`src/rtl/core_v_xif_pkg.sv`:
```
// CORE-V-XIF transaction types shared by the coprocessor cluster and the core.
package core_v_xif_pkg;

    localparam int X_ID_WIDTH = 4;
    localparam int X_MAX_CH   = 8;

    typedef struct packed {
        logic [X_ID_WIDTH-1:0] id;
        logic [31:0]           data;
        logic [4:0]            rd;
        logic                  we;
        logic                  exc;
        logic [5:0]            exccode;
    } x_result_t;

    typedef struct packed {
        logic [X_ID_WIDTH-1:0] id;
        logic                  x_commit_kill;
    } x_commit_t;

endpackage

```
`src/rtl/xif_result_arbiter_pkg.sv`:
```
// Local constants and the round-robin search helper for xif_result_arbiter.
package xif_result_arbiter_pkg;

    import core_v_xif_pkg::*;

    localparam int CH_IDX_W   = 3;
    localparam int KILL_MAP_W = 2 ** X_ID_WIDTH;

    typedef logic [CH_IDX_W-1:0] ch_idx_t;

    // First set bit of elig strictly after ptr, wrapping within num_ch channels.
    function automatic ch_idx_t rr_pick(input logic [X_MAX_CH-1:0] elig,
                                        input ch_idx_t             ptr,
                                        input int                  num_ch);
        ch_idx_t pick;
        logic    found;
        int      idx;
        pick  = ptr;
        found = 1'b0;
        for (int i = 1; i <= X_MAX_CH; i++) begin
            if (i <= num_ch) begin
                idx = (int'(ptr) + i) % num_ch;
                if (!found && elig[idx[2:0]]) begin
                    pick  = idx[2:0];
                    found = 1'b1;
                end else begin
                    found = found;
                end
            end else begin
                found = found;
            end
        end
        return pick;
    endfunction

endpackage

```
`src/rtl/xif_result_arbiter_if.sv`:
```
// Result/commit bundle between the coprocessor cluster, the merger and the core.
interface xif_result_arbiter_if #(
    parameter int NUM_CH = 2
);
    import core_v_xif_pkg::*;

    logic [NUM_CH-1:0]     ch_result_valid_i;
    logic [NUM_CH-1:0]     ch_result_ready_o;
    x_result_t [NUM_CH-1:0] ch_result_i;
    logic                  result_valid_o;
    logic                  result_ready_i;
    x_result_t             result_o;
    logic                  commit_valid_i;
    x_commit_t             commit_i;
    logic [15:0]           drop_cnt_o;

    modport slave (
        input  ch_result_valid_i, ch_result_i, result_ready_i, commit_valid_i, commit_i,
        output ch_result_ready_o, result_valid_o, result_o, drop_cnt_o
    );

    modport master (
        output ch_result_valid_i, ch_result_i, result_ready_i, commit_valid_i, commit_i,
        input  ch_result_ready_o, result_valid_o, result_o, drop_cnt_o
    );

endinterface

```
`src/rtl/xif_result_fifo.sv`:
```
// Per-channel result FIFO with full/empty flags and synchronous reset.
module xif_result_fifo
    import core_v_xif_pkg::*;
#(
    parameter int DEPTH = 2
) (
    input  logic      clk_i,
    input  logic      rst_i,
    input  logic      i_push,
    input  x_result_t i_data,
    input  logic      i_pop,
    output x_result_t o_data,
    output logic      o_full,
    output logic      o_empty
);

    localparam int AW = $clog2(DEPTH);
    localparam logic [AW-1:0] PTR_ONE   = AW'(1);
    localparam logic [AW:0]   COUNT_ONE = (AW + 1)'(1);

    x_result_t   r_mem [DEPTH];
    logic [AW-1:0] r_wptr;
    logic [AW-1:0] r_rptr;
    logic [AW:0]   r_count;
    logic          w_do_push;
    logic          w_do_pop;

    assign o_full    = (r_count == (AW + 1)'(DEPTH));
    assign o_empty   = (r_count == '0);
    assign w_do_push = i_push & ~o_full;
    assign w_do_pop  = i_pop & ~o_empty;
    assign o_data    = r_mem[r_rptr];

    // Storage array, written at the tail pointer.
    always_ff @(posedge clk_i) begin
        if (w_do_push) begin
            r_mem[r_wptr] <= i_data;
        end
    end

    // Pointer and occupancy bookkeeping.
    always_ff @(posedge clk_i) begin
        if (rst_i) begin
            r_wptr  <= '0;
            r_rptr  <= '0;
            r_count <= '0;
        end else begin
            if (w_do_push) begin
                r_wptr <= r_wptr + PTR_ONE;
            end
            if (w_do_pop) begin
                r_rptr <= r_rptr + PTR_ONE;
            end
            case ({w_do_push, w_do_pop})
                2'b10:   r_count <= r_count + COUNT_ONE;
                2'b01:   r_count <= r_count - COUNT_ONE;
                default: r_count <= r_count;
            endcase
        end
    end

endmodule

```
`src/rtl/xif_result_arbiter.sv`:
```
// Round-robin merger of NUM_CH coprocessor result channels onto one XIF result port.
// Optional kill filter enabled by defining XIF_RESULT_KILL_FILTER_EN.
module xif_result_arbiter
    import core_v_xif_pkg::*;
    import xif_result_arbiter_pkg::*;
#(
    parameter int NUM_CH     = 2,
    parameter int FIFO_DEPTH = 2
) (
    input  logic                 clk_i,
    input  logic                 rst_i,
    xif_result_arbiter_if.slave  bus
);

    logic [NUM_CH-1:0]   w_full;
    logic [NUM_CH-1:0]   w_empty;
    logic [NUM_CH-1:0]   w_ready;
    logic [NUM_CH-1:0]   w_push;
    logic [NUM_CH-1:0]   w_write;
    logic [NUM_CH-1:0]   w_pop;
    logic [X_MAX_CH-1:0] w_elig;
    x_result_t           w_fifo_data [X_MAX_CH];
    ch_idx_t             w_grant;
    logic                w_valid;
    logic                w_hs;
    ch_idx_t             r_rr_ptr;
    ch_idx_t             r_lock_ch;
    logic                r_locked;

    assign w_ready               = rst_i ? {NUM_CH{1'b0}} : ~w_full;
    assign w_push                = bus.ch_result_valid_i & w_ready;
    assign bus.ch_result_ready_o = w_ready;

    // Eligible set, widened to the package maximum for the search helper.
    always_comb begin
        w_elig               = '0;
        w_elig[NUM_CH-1:0]   = ~w_empty;
    end

    // A stalled presentation keeps its channel so late arrivals cannot pre-empt it.
    assign w_grant = r_locked ? r_lock_ch : rr_pick(w_elig, r_rr_ptr, NUM_CH);
    assign w_valid = |(~w_empty);
    assign w_hs    = w_valid & bus.result_ready_i;

    // Pop strobe for the granted FIFO on output handshake.
    always_comb begin
        w_pop = '0;
        for (int c = 0; c < NUM_CH; c++) begin
            w_pop[c] = w_hs & (w_grant == ch_idx_t'(c));
        end
    end

    assign bus.result_valid_o = w_valid;
    assign bus.result_o       = w_valid ? w_fifo_data[w_grant] : '0;

    // Priority pointer and stall lock.
    always_ff @(posedge clk_i) begin
        if (rst_i) begin
            r_rr_ptr  <= ch_idx_t'(NUM_CH - 1);
            r_locked  <= 1'b0;
            r_lock_ch <= '0;
        end else if (w_hs) begin
            r_rr_ptr  <= w_grant;
            r_locked  <= 1'b0;
        end else if (w_valid) begin
            r_locked  <= 1'b1;
            r_lock_ch <= w_grant;
        end else begin
            r_locked  <= 1'b0;
        end
    end

    for (genvar g = 0; g < X_MAX_CH; g++) begin : g_ch
        if (g < NUM_CH) begin : g_fifo
            xif_result_fifo #(
                .DEPTH (FIFO_DEPTH)
            ) u_fifo (
                .clk_i   (clk_i),
                .rst_i   (rst_i),
                .i_push  (w_write[g]),
                .i_data  (bus.ch_result_i[g]),
                .i_pop   (w_pop[g]),
                .o_data  (w_fifo_data[g]),
                .o_full  (w_full[g]),
                .o_empty (w_empty[g])
            );
        end else begin : g_tie
            assign w_fifo_data[g] = '0;
        end
    end

`ifdef XIF_RESULT_KILL_FILTER_EN
    logic [KILL_MAP_W-1:0] r_killed;
    logic [KILL_MAP_W-1:0] w_killed_nxt;
    logic [NUM_CH-1:0]     w_hit;
    logic [4:0]            w_drop_num;
    logic [16:0]           w_cnt_sum;
    logic [15:0]           r_drop_cnt;

    // Kill lookup per channel; drop clears are applied after the commit update so they win.
    always_comb begin
        w_killed_nxt = r_killed;
        w_hit        = '0;
        w_drop_num   = 5'd0;
        if (bus.commit_valid_i) begin
            w_killed_nxt[bus.commit_i.id] = bus.commit_i.x_commit_kill;
        end else begin
            w_killed_nxt = r_killed;
        end
        for (int c = 0; c < NUM_CH; c++) begin
            w_hit[c] = r_killed[bus.ch_result_i[c].id]
                     | (bus.commit_valid_i & bus.commit_i.x_commit_kill
                        & (bus.commit_i.id == bus.ch_result_i[c].id));
            w_killed_nxt[bus.ch_result_i[c].id] = w_killed_nxt[bus.ch_result_i[c].id]
                                                & ~(w_push[c] & w_hit[c]);
            w_drop_num = w_drop_num + {4'd0, w_push[c] & w_hit[c]};
        end
    end

    assign w_write    = w_push & ~w_hit;
    assign w_cnt_sum  = {1'b0, r_drop_cnt} + {12'd0, w_drop_num};
    assign bus.drop_cnt_o = r_drop_cnt;

    // Kill bitmap and saturating drop counter.
    always_ff @(posedge clk_i) begin
        if (rst_i) begin
            r_killed   <= '0;
            r_drop_cnt <= 16'd0;
        end else begin
            r_killed   <= w_killed_nxt;
            r_drop_cnt <= w_cnt_sum[16] ? 16'hFFFF : w_cnt_sum[15:0];
        end
    end
`else
    logic w_unused_commit;

    assign w_write         = w_push;
    assign bus.drop_cnt_o  = 16'd0;
    assign w_unused_commit = ^{bus.commit_valid_i, bus.commit_i};
`endif

endmodule

```
`src/flat_wrapper.sv`:
```
// flat-port wrapper written by rule: the top's interface ports become plain ports
module xif_result_arbiter_flat import core_v_xif_pkg::*; import xif_result_arbiter_pkg::*;
#(
    parameter int NUM_CH     = 2,
    parameter int FIFO_DEPTH = 2
)
  (clk_i, rst_i, bus_ch_result_valid_i, bus_ch_result_i, bus_result_ready_i, bus_commit_valid_i, bus_commit_i, bus_ch_result_ready_o, bus_result_valid_o, bus_result_o, bus_drop_cnt_o);
  xif_result_arbiter_if #(.NUM_CH(NUM_CH)) bus_i ();
  input  logic clk_i;
  input  logic rst_i;
  input wire logic [$bits(bus_i.ch_result_valid_i)-1:0] bus_ch_result_valid_i;
  input wire logic [$bits(bus_i.ch_result_i)-1:0] bus_ch_result_i;
  input wire logic [$bits(bus_i.result_ready_i)-1:0] bus_result_ready_i;
  input wire logic [$bits(bus_i.commit_valid_i)-1:0] bus_commit_valid_i;
  input wire logic [$bits(bus_i.commit_i)-1:0] bus_commit_i;
  output wire logic [$bits(bus_i.ch_result_ready_o)-1:0] bus_ch_result_ready_o;
  output wire logic [$bits(bus_i.result_valid_o)-1:0] bus_result_valid_o;
  output wire logic [$bits(bus_i.result_o)-1:0] bus_result_o;
  output wire logic [$bits(bus_i.drop_cnt_o)-1:0] bus_drop_cnt_o;
  assign bus_i.ch_result_valid_i = bus_ch_result_valid_i;
  assign bus_i.ch_result_i = bus_ch_result_i;
  assign bus_i.result_ready_i = bus_result_ready_i;
  assign bus_i.commit_valid_i = bus_commit_valid_i;
  assign bus_i.commit_i = bus_commit_i;
  assign bus_ch_result_ready_o = bus_i.ch_result_ready_o;
  assign bus_result_valid_o = bus_i.result_valid_o;
  assign bus_result_o = bus_i.result_o;
  assign bus_drop_cnt_o = bus_i.drop_cnt_o;
  xif_result_arbiter #(.NUM_CH(NUM_CH), .FIFO_DEPTH(FIFO_DEPTH)) u_core (.clk_i(clk_i), .rst_i(rst_i), .bus(bus_i));
endmodule
```
`config.mk`:
```
export PLATFORM = sky130hd
export DESIGN_NAME = xif_result_arbiter_flat
export DESIGN_NICKNAME = d
export VERILOG_FILES = /design/src/rtl/core_v_xif_pkg.sv /design/src/rtl/xif_result_arbiter_pkg.sv /design/src/rtl/xif_result_arbiter_if.sv /design/src/rtl/xif_result_fifo.sv /design/src/rtl/xif_result_arbiter.sv /design/src/flat_wrapper.sv
export SDC_FILE = /design/constraint.sdc
export NUM_CORES = 1
export LEC_CHECK = 0
export ABC_AREA = 1
export CAP_MARGIN = 0
export CORE_MARGIN = 2
export CORE_UTILIZATION = 40
export DETAILED_ROUTE_END_ITERATION = 12
export PLACE_DENSITY = 0.66
export REMOVE_ABC_BUFFERS = 1
export SKIP_LAST_GASP = 1
export SYNTH_ARGS = -nofsm -noshare
export SYNTH_HDL_FRONTEND = slang
export SYNTH_SLANG_ARGS = --single-unit
export TNS_END_PERCENT = 30
```
`constraint.sdc`:
```
create_clock -name clk_i -period 3.7 [get_ports clk_i]
set_input_delay 0.37 -clock clk_i [delete_from_list [all_inputs] [get_ports clk_i]]
set_output_delay 0.37 -clock clk_i [all_outputs]
set_load 0.01 [all_outputs]
```
==> impl_metrics.yaml <==
status:
  outcome: "complete, no violations"
worst_setup_path:
  worstReg2RegEnd: "u_core.g_ch[0].g_fifo.u_fifo.r_count[1]"
  timing.critical_path.to: "bus_result_o[48]"
  cp-end-kind: "primary output"
  timing.rr.start: "u_core.g_ch[0].g_fifo.u_fifo.r_count[0]"
  r2r_cells: 13
  arrival_ns: 3.03
  path_class: "register to primary output"
  worst-path-max-fanout: 38
  required_ns: 3.33
  crit_path_start_kind: "register"
  crit_path_start: "u_core.g_ch[1].g_fifo.u_fifo.r_count[0]"
  r2r_setup_slack_ns: 1.09
timing:
  timing.fmax_mhz: 294
  worstMarginPinSlew_ns: 0.938
  maxSlewHeadroom_pct: 37.5
  fin_setup_tns_ns: 0
  setup_viol_count_final: 0
  timing.final.max_slew_violations: 0
  fin_crit_ns: 3.40
  unrepaired_setup_endpoints_after_global_routing: "false"
  finalHoldViolations: 0
  finalCritPeriodShare_pct: 92.0
  fin_skew_ns: 0.0143
  timing.final.ws_setup_ns: 0.297
pwr:
  max-vdd-ir-drop_mv: 0.379
  power-per-cell-area_nw_per_um2: 565
  total_power_mw: 6.27
  power.static_leakage_nw: 3.61
route:
  routed_wire_length_per_instance_um: 17.1
  route.detailed.drc: 0
  via_count_normalized_by_instance_count: 4.87
  detailroute.via_count: 4830
  drt_iter0_markers: 289
  first_pass_iters: 4
  postRouteAntennaNets: 0
  wirelength_um: 16900
final_layout:
  area_growth_pct: 28.1
  nets: 812
  design_area_um2: 11100
  drive_above_1_share_pct: 16.7
  regArea_um2: 6230
  num-fill-cells: 1738
  num_antenna_cells: 0
  multiInputGateArea_um2: 2170
  mostFrequentLayoutCells: "sky130_fd_sc_hd__edfxtp_1 (196), sky130_fd_sc_hd__clkdlybuf4s50_1 (154), sky130_fd_sc_hd__nor2_1 (65), sky130_fd_sc_hd__mux2i_1 (49), sky130_fd_sc_hd__mux2_2 (48)"
  mostFrequentLayoutCell: "sky130_fd_sc_hd__edfxtp_1"
global_routing:
  grt_antenna_before_repair: 0
  grt_max_degree: 64
  grt_usage_pct: 14.8
  grt_remaining_overflow: 0
  first_global_vias: 5206
  grt_first_pass_wirelength_um: 26200
run:
  drv.max_cap_violation_count: 0
clock_network:
  ctsHoldBuffers: 0
  postCtsResizedCells: 0
  clkSlewWorstSetupHoldPaths_ns: 0.06
  htree_num_levels: 1
  cts-buffers-inserted: 22
  cts_tree: "yes"
  clock_latency_ns: 0.49
  cts_setup_buffers: 0
  cts_num_sinks: 213
  clock_tree.root_cell: "sky130_fd_sc_hd__clkbuf_16"
  clock_path_buffers: 3
floorplan:
  fp.dieW_um: 151
  die_h_um: 151
  core_area_um2: 21200
  start_util_pct: 41.0
  area_enclosed_by_the_die_boundary_um2: 22900
  placement_rows: 53
  ios: 177
yosys:
  synth.yosys.seq_area_share_pct: 71.8
  async_reset_ff_share_pct: 0
  synthesis.area_per_instance_um2: 16.0
  yosys_most_used_dff: "sky130_fd_sc_hd__edfxtp_1"
  synth.largest_area_cell: "sky130_fd_sc_hd__edfxtp_1"
  synth_edf_count: 196
  count_of_yosys_warnings_during_synthesis: 0
  synthTopCellsByArea: "sky130_fd_sc_hd__edfxtp_1 (68%), sky130_fd_sc_hd__mux2_2 (6.2%), sky130_fd_sc_hd__mux2i_1 (5.7%), sky130_fd_sc_hd__dfxtp_1 (3.9%), sky130_fd_sc_hd__nor2_1 (3.0%)"
  synth.top_cell.area_share_pct: 67.9
  synth-seq-cells: 213
  synthesis.area_um2: 8670
  synth_cells: 543
  yosys.cell_types.count: 28
hold_path:
  worstHoldPathType: "input port to register"
placement:
  routabilityCongestion: 0.719
  hpwl_um: 10800
  io_buffers: 154
  dpl-instance-area_um2: 10400
  preCtsSetupSlack_ns: 0.764
## critical path, cell delays in order, from the launching register on
cell and delay [ns]:
sky130_fd_sc_hd__dfxtp_1 0.43, sky130_fd_sc_hd__nor2_2 0.10, sky130_fd_sc_hd__nand2_4 0.11, sky130_fd_sc_hd__inv_2 0.05, sky130_fd_sc_hd__nand2_4 0.07, sky130_fd_sc_hd__nand3_4 0.49
sky130_fd_sc_hd__buf_4 0.43, sky130_fd_sc_hd__a211oi_1 0.26, sky130_fd_sc_hd__clkdlybuf4s50_1 0.58
## how the worst min path moves through the flow
stage	from	end	cells after the start
4_1_cts	bus_ch_result_i[42]	u_core.g_ch[0].g_fifo.u_fifo.r_mem[1][42]	1
6_report	bus_ch_result_i[53]	u_core.g_ch[1].g_fifo.u_fifo.r_mem[1][4]	1
3_5_place_dp	u_core.r_lock_ch[0]	u_core.r_lock_ch[0]	2
3_3_place_gp	u_core.r_lock_ch[0]	u_core.r_lock_ch[0]	2
5_1_grt	bus_ch_result_i[11]	u_core.g_ch[0].g_fifo.u_fifo.r_mem[0][11]	1
2_1_floorplan	u_core.r_lock_ch[0]	u_core.r_lock_ch[0]	2
## layout make-up
type                    count  area share, %
flip-flops and latches    213           56.1
multi-input cells         284           19.5
repair buffers            163           14.7
clock buffers              33           5.70
well taps                 275           3.10
inverters                  17          0.575
clock inverters             7          0.259
## layer usage
metal / global-route usage, % / wire length, um / vias to the layer above
met2: 26.2 / 8510 / 163
met3: 3.37 / 1060 / 25
li1: - / - / 2329
met5: 0 / 0 / -
met1: 17.9 / 7040 / 2313
met4: 4.39 / 312 / 0
## state kept, by name, summed over array words and instances, names as in the netlist, named ones only
register	cells
u_core.r_rr_ptr	3
u_core.g_ch.g_fifo.u_fifo.r_wptr	2
u_core.g_ch.g_fifo.u_fifo.r_mem	196
u_core.r_locked	1
u_core.r_lock_ch	3
u_core.g_ch.g_fifo.u_fifo.r_count	4
u_core.g_ch.g_fifo.u_fifo.r_rptr	2
## per-stage QoR
stage               utilization (%)  std cells  hold WS, ns
finish                         52.5        992        0.452
global route                   52.5        992        0.434
CTS                            52.5        992        0.433
detailed placement             49.4        952        0.475
global placement               49.4        952        0.445
floorplan                         -        514        0.429
## power breakdown
part	internal, mW	total, mW	switching (mW)
sequential	2.74	2.81	0.0659
combinational	0.706	1.46	0.755
clock	1.18	2.00	0.825
total	4.63	6.27	1.65
## cell families after synthesis
logic type	count (synthesis)	synth area share, %
XOR/XNOR	2	0.202
adder cells (fa/ha/maj)	2	0.289
AND/OR/NAND/NOR	94	4.76
multiplexers	97	11.9
other	1	0.0432
flip-flops	213	71.8
AO/OA/AOI/OAI	73	6.85
buffers and inverters	61	4.17
## cell usage after synthesis (2+ instances only)
master	count
sky130_fd_sc_hd__edfxtp_1	196
sky130_fd_sc_hd__buf_2	19
sky130_fd_sc_hd__a21oi_1	11
sky130_fd_sc_hd__nor2_1	69
sky130_fd_sc_hd__ha_1	2
sky130_fd_sc_hd__nand2_4	3
sky130_fd_sc_hd__buf_4	17
sky130_fd_sc_hd__inv_2	2
sky130_fd_sc_hd__inv_1	15
sky130_fd_sc_hd__nand3_1	6
sky130_fd_sc_hd__o21ai_0	10
sky130_fd_sc_hd__a211oi_2	20
sky130_fd_sc_hd__buf_6	6
sky130_fd_sc_hd__a211oi_1	29
sky130_fd_sc_hd__mux2i_1	49
sky130_fd_sc_hd__mux2_2	48
sky130_fd_sc_hd__dfxtp_1	17
sky130_fd_sc_hd__xor2_1	2
sky130_fd_sc_hd__clkbuf_1	2
sky130_fd_sc_hd__nand2_1	12
Power figures use the tool's default switching activity.
